[config.mk]
export PLATFORM = sky130hd
export DESIGN_NAME = dmem_bus_bridge
export DESIGN_NICKNAME = d
export VERILOG_FILES = /design/src/rtl/dmem_bus_bridge_pkg.sv /design/src/rtl/dmem_bus_bridge_timeout_cnt.sv /design/src/rtl/dmem_bus_bridge.sv
export SDC_FILE = /design/constraint.sdc
export NUM_CORES = 1
export LEC_CHECK = 0
export BUFFER_PORTS_ARGS = -buffer_cell sky130_fd_sc_hd__buf_2
export CAP_MARGIN = 20
export CORE_MARGIN = 2
export CORE_UTILIZATION = 45
export DETAILED_ROUTE_END_ITERATION = 10
export PLACE_DENSITY = 0.89
export SKIP_CTS_REPAIR_TIMING = 1
export SLEW_MARGIN = 20
export SYNTH_ARGS = -nofsm -noshare
export SYNTH_HDL_FRONTEND = slang
export SYNTH_SLANG_ARGS = --single-unit
[constraint.sdc]
create_clock -name clk -period 2.94 [get_ports clk]
set_input_delay 0.588 -clock clk [delete_from_list [all_inputs] [get_ports clk]]
set_output_delay 0.588 -clock clk [all_outputs]
set_load 0.02 [all_outputs]
[src/rtl/dmem_bus_bridge_pkg.sv]
// Shared types and helpers for the memory-stage to Wishbone data-bus bridge.
package dmem_bus_bridge_pkg;

   localparam int unsigned REG_DATA_BUS = 32;
   localparam logic [REG_DATA_BUS-1:0] ZERO_WORD = '0;

   typedef enum logic [1:0] {
      IDLE = 2'b00,
      BUSY = 2'b01,
      HOLD = 2'b10
   } bus_state_t;

   // Bus addresses are word aligned; byte position is carried by the selects.
   function automatic logic [REG_DATA_BUS-1:0] word_align(input logic [REG_DATA_BUS-1:0] addr);
      return addr & 32'hFFFF_FFFC;
   endfunction

endpackage

[src/rtl/dmem_bus_bridge_timeout_cnt.sv]
// Counts BUSY cycles of one bus access; expire flags the last permitted cycle.
module dmem_bus_bridge_timeout_cnt #(
   parameter int unsigned TIMEOUT_CYCLES = 255
) (
   input  logic clk,
   input  logic rst,
   input  logic clear,
   input  logic enable,
   output logic expire
);

   localparam int unsigned TW = $clog2(TIMEOUT_CYCLES + 1);
   localparam logic [TW-1:0] LAST = TW'(TIMEOUT_CYCLES - 1);

   logic [TW-1:0] timer_reg;

   // Saturates on the expiry value so a late terminate can never wrap it.
   always_ff @(posedge clk) begin
      if (rst || clear) begin
         timer_reg <= '0;
      end else if (enable && (timer_reg != LAST)) begin
         timer_reg <= timer_reg + TW'(1);
      end
   end

   assign expire = (timer_reg == LAST);

endmodule

[src/rtl/dmem_bus_bridge.sv]
// Runs the memory stage's single-cycle RAM request as a Wishbone-classic master
// cycle, stalling the pipeline until ack, error, timeout or flush.
module dmem_bus_bridge
   import dmem_bus_bridge_pkg::*;
#(
   parameter int unsigned TIMEOUT_CYCLES = 255
) (
   input  logic        clk,
   input  logic        rst,
   input  logic        cpu_ce_i,
   input  logic        cpu_we_i,
   input  logic [31:0] cpu_addr_i,
   input  logic [3:0]  cpu_sel_i,
   input  logic [31:0] cpu_data_i,
   output logic [31:0] cpu_data_o,
   output logic        stallreq_o,
   input  logic        stall_i,
   input  logic        flush_i,
   output logic        bus_err_o,
   output logic [31:0] wb_adr_o,
   output logic [31:0] wb_dat_o,
   output logic [3:0]  wb_sel_o,
   output logic        wb_we_o,
   output logic        wb_stb_o,
   output logic        wb_cyc_o,
   input  logic [31:0] wb_dat_i,
   input  logic        wb_ack_i,
   input  logic        wb_err_i
);

   bus_state_t state_reg, state_next;
   logic [31:0] rdata_reg;
   logic        issue, done_ack, done_err, expire;

   dmem_bus_bridge_timeout_cnt #(
      .TIMEOUT_CYCLES(TIMEOUT_CYCLES)
   ) u_timeout (
      .clk    (clk),
      .rst    (rst),
      .clear  (state_reg != BUSY),
      .enable (state_reg == BUSY),
      .expire (expire)
   );

   always_comb begin
      state_next = state_reg;
      stallreq_o = 1'b0;
      cpu_data_o = rdata_reg;
      issue      = 1'b0;
      done_ack   = 1'b0;
      done_err   = 1'b0;
      case (state_reg)
         IDLE: begin
            if (cpu_ce_i && !flush_i) begin
               stallreq_o = 1'b1;
               issue      = 1'b1;
               state_next = BUSY;
            end
         end
         BUSY: begin
            // Flush outranks every termination: the access is simply abandoned.
            if (flush_i) begin
               state_next = IDLE;
            end else if (wb_ack_i) begin
               done_ack   = 1'b1;
               if (!wb_we_o) cpu_data_o = wb_dat_i;
               state_next = stall_i ? HOLD : IDLE;
            end else if (wb_err_i || expire) begin
               done_err   = 1'b1;
               cpu_data_o = ZERO_WORD;
               state_next = stall_i ? HOLD : IDLE;
            end else begin
               stallreq_o = 1'b1;
            end
         end
         HOLD: begin
            // Parks here so a frozen pipeline cannot re-issue the finished access.
            if (!stall_i || flush_i) state_next = IDLE;
         end
         default: state_next = IDLE;
      endcase
   end

   always_ff @(posedge clk) begin
      if (rst) begin
         state_reg <= IDLE;
         rdata_reg <= ZERO_WORD;
         bus_err_o <= 1'b0;
         wb_adr_o  <= ZERO_WORD;
         wb_dat_o  <= ZERO_WORD;
         wb_sel_o  <= 4'b0000;
         wb_we_o   <= 1'b0;
         wb_stb_o  <= 1'b0;
         wb_cyc_o  <= 1'b0;
      end else begin
         state_reg <= state_next;
         bus_err_o <= done_err;
         if (issue) begin
            wb_adr_o <= word_align(cpu_addr_i);
            wb_dat_o <= cpu_data_i;
            wb_sel_o <= cpu_sel_i;
            wb_we_o  <= cpu_we_i;
            wb_stb_o <= 1'b1;
            wb_cyc_o <= 1'b1;
         end else if (state_next != BUSY) begin
            wb_adr_o <= ZERO_WORD;
            wb_dat_o <= ZERO_WORD;
            wb_sel_o <= 4'b0000;
            wb_we_o  <= 1'b0;
            wb_stb_o <= 1'b0;
            wb_cyc_o <= 1'b0;
         end
         if (done_ack && !wb_we_o) begin
            rdata_reg <= wb_dat_i;
         end else if (done_err) begin
            rdata_reg <= ZERO_WORD;
         end
      end
   end

endmodule
==> flow_summary.toml <==
[logic_synthesis]
synth_top_flop_cell = "dfxtp_1"
synthDistinctLibCells = 37
synth_edf_count = 0
synth.most_common_cell = "dfxtp_1"
synth_warnings = 0
seq_area_frac_synth = 0.526
syn_area_mm2 = 0.00422
synth_top_area_frac = 0.526
synth_area_leaders = "dfxtp_1 53%, a22oi_1 12%, nor2_1 6.9%"
async_reset_ff_frac = 0
ys_ff_latch = 111
yosysTopAreaCell = "dfxtp_1"
synth_common_cells = "111 x dfxtp_1, 78 x nor2_1, 67 x a22oi_1, 50 x nand2_1, 49 x a21oi_1"
syn_avg_cell_area_um2 = 8.96
syn_inst = 471

[timing]
slew_viol_final = 0
worst_pin_slew_ns = 0.702
totalNegativeSetupSlack_ns = 0
setup_violations = 0
hold_viol_final = 0
timing.slew.headroom = 0.532
clock.fmax_mhz = 360
fin_crit_ns = 2.78
skew_ns = 0.0195
post-route-period-util = 0.946
grt_setup_unrepaired = "no"

[setup_path]
ff2ff_path_depth = 7
crit_required_ns = 2.35
crit_path_end_kind = "output port"
cp_max_fo = 32
slowest_delay_ns = 0.38
path_class = "flip-flop to output port"
arrival_ns = 2.19
timing.rr.start = "u_timeout.timer_reg[0]"
reg2reg_slack_ns = 0.81
crit_cells = 9
cp_cell_sequence = "inv_1, ha_1, and3_2, a211oi_2, buf_4, nor2_2, buf_12, a21oi_1, buf_2"
crit_end = "cpu_data_o[19]"
r2r_end = "wb_dat_o[3]"
crit_start = "u_timeout.timer_reg[0]"
crit_family = "buffers and inverters"
crit_path_start_kind = "flip-flop"
cp_num_buf_inv = 4
cp_slowest_cell = "dfxtp_4"

[flow_run]
drv_cap = 0

[drt]
drcViolationCount = 0
drt_wl_total_um = 11200
drtAntennaViolNets = 0
drt-pass1-iter-count = 5
drt_iter0_markers = 188
post_drt_wl_per_cell_um = 14.5
avgViaCountPerCell = 5.32
num_vias = 4116

[die]
die_h_um = 101
die_area_mm2 = 0.0102
rows = 35
start_util = 0.461
coreArea_mm2 = 0.00915
io_pins = 213
die_w_um = 101

[run_status]
status = "complete, no violations"

[final_layout]
nNetsFinal = 768
final_layout_size_suffix_gt1_frac = 0.370
n_antenna_cell = 0
area_growth_syn_to_layout_pct = 30.9

[clock_network]
root_buffer = "clkbuf_8"
cts.clk_slew.worst_paths_ns = 0.11
clockBufferDepth = 2
cts.sinks = 111
cts_made_buffers = 9
cts_tree = "yes"
ctsHtreeMaxLevel = 3
clock_latency_ns = 0.36

[pwr]
leakagePower_nw = 2.60
total_power_mw = 2.78
pwr_density_cell_mw_per_mm2 = 503
ir_drop_uv = 284

[global_route]
overflow = 0
grt_max_degree = 104
grt_pass1_vias = 3823
grt-busiest-layer = "met2"
use_met2 = 0.367
use_met3 = 0.0610
grt_pass1_wl_um = 17500
grt_util_all_layers = 0.212
antenna_found_initial = 0
met1_usage = 0.255

[placement]
port_buffers = 208
dp_hpwl_um = 7910
place_congestion = 0.774

[worst_hold_path]
hp-class = "primary input to flip-flop"
==> where the power goes <==
part	total, mW	internal [mW]	switching, mW
sequential	1.55	1.53	0.0176
combinational	0.303	0.124	0.179
clock	0.926	0.403	0.522
==> metrics by stage <==
| stage | utilization | setup WS [ns] | std cells | instance area [um2] | hold WS (ns) |
|---|---|---|---|---|---|
| after floorplan | - | 0.414 | 472 | 4230 | 0.452 |
| after global placement | 0.580 | 0.216 | 758 | 5310 | 0.473 |
| after detailed placement | 0.580 | 0.147 | 758 | 5310 | 0.484 |
| after CTS | 0.602 | 0.0234 | 774 | 5510 | 0.425 |
| after global routing | 0.604 | 0.0101 | 774 | 5520 | 0.433 |
| final | 0.604 | 0.158 | 774 | 5520 | 0.448 |
==> cells in the final DEF, fill, tap and decap left out, types with 2 or more instances in the layout <==
cell	instances
xor2_1	3
nor3_1	2
and3_1	2
a22oi_1	67
a21oi_1	49
buf_4	6
nor3b_1	2
nor2_1	77
o21ai_0	15
dfxtp_1	109
conb_1	2
ha_1	2
clkbuf_8	9
a211oi_2	2
nand3_1	2
nand2b_1	3
nand2_1	50
clkinvlp_4	2
and4b_1	2
a211oi_1	19
buf_12	3
o21ai_1	2
buf_2	206
or2_2	2
==> cell type report <==
type                       instances  area [um2]
clock inverter                     7        78.8
multi-input combinational        319        1800
tap                              111         139
sequential                       111        2230
clock buffer                       9         124
inverter                           1        3.75
fill                             782        3630
timing repair buffer             216        1150
==> worst min path at each step <==
stage	start	end	slack, ns	cells after the start
floorplan	u_timeout.timer_reg[7]	u_timeout.timer_reg[7]	0.45	1
global placement	u_timeout.timer_reg[7]	u_timeout.timer_reg[7]	0.47	1
detailed placement	wb_dat_o[31]	wb_dat_o[31]	0.48	2
CTS	stall_i	state_reg[1]	0.42	2
global route	stall_i	state_reg[1]	0.43	2
finish	stall_i	state_reg[1]	0.45	2
==> kinds of logic (layout without fill, tap and decap cells) <==
group,after synthesis,count (layout),share of synthesized area
mux,1,1,0.00237
xor+xnor,4,4,0.00830
buf+inv,42,233,0.0504
simple gates,152,152,0.159
other cells,1,2,0.000888
compound gates,158,158,0.247
fa+ha+maj,2,2,0.00593
flops,111,111,0.526
==> routing by layer <==
layer / part of all wire / up-vias
li1: - / 2026
met1: 0.41 / 1919
met2: 0.50 / 162
met3: 0.074 / 9
met4: 0.010 / 0
met5: 0 / -
No activity file was read; power rests on OpenSTA's default activity.
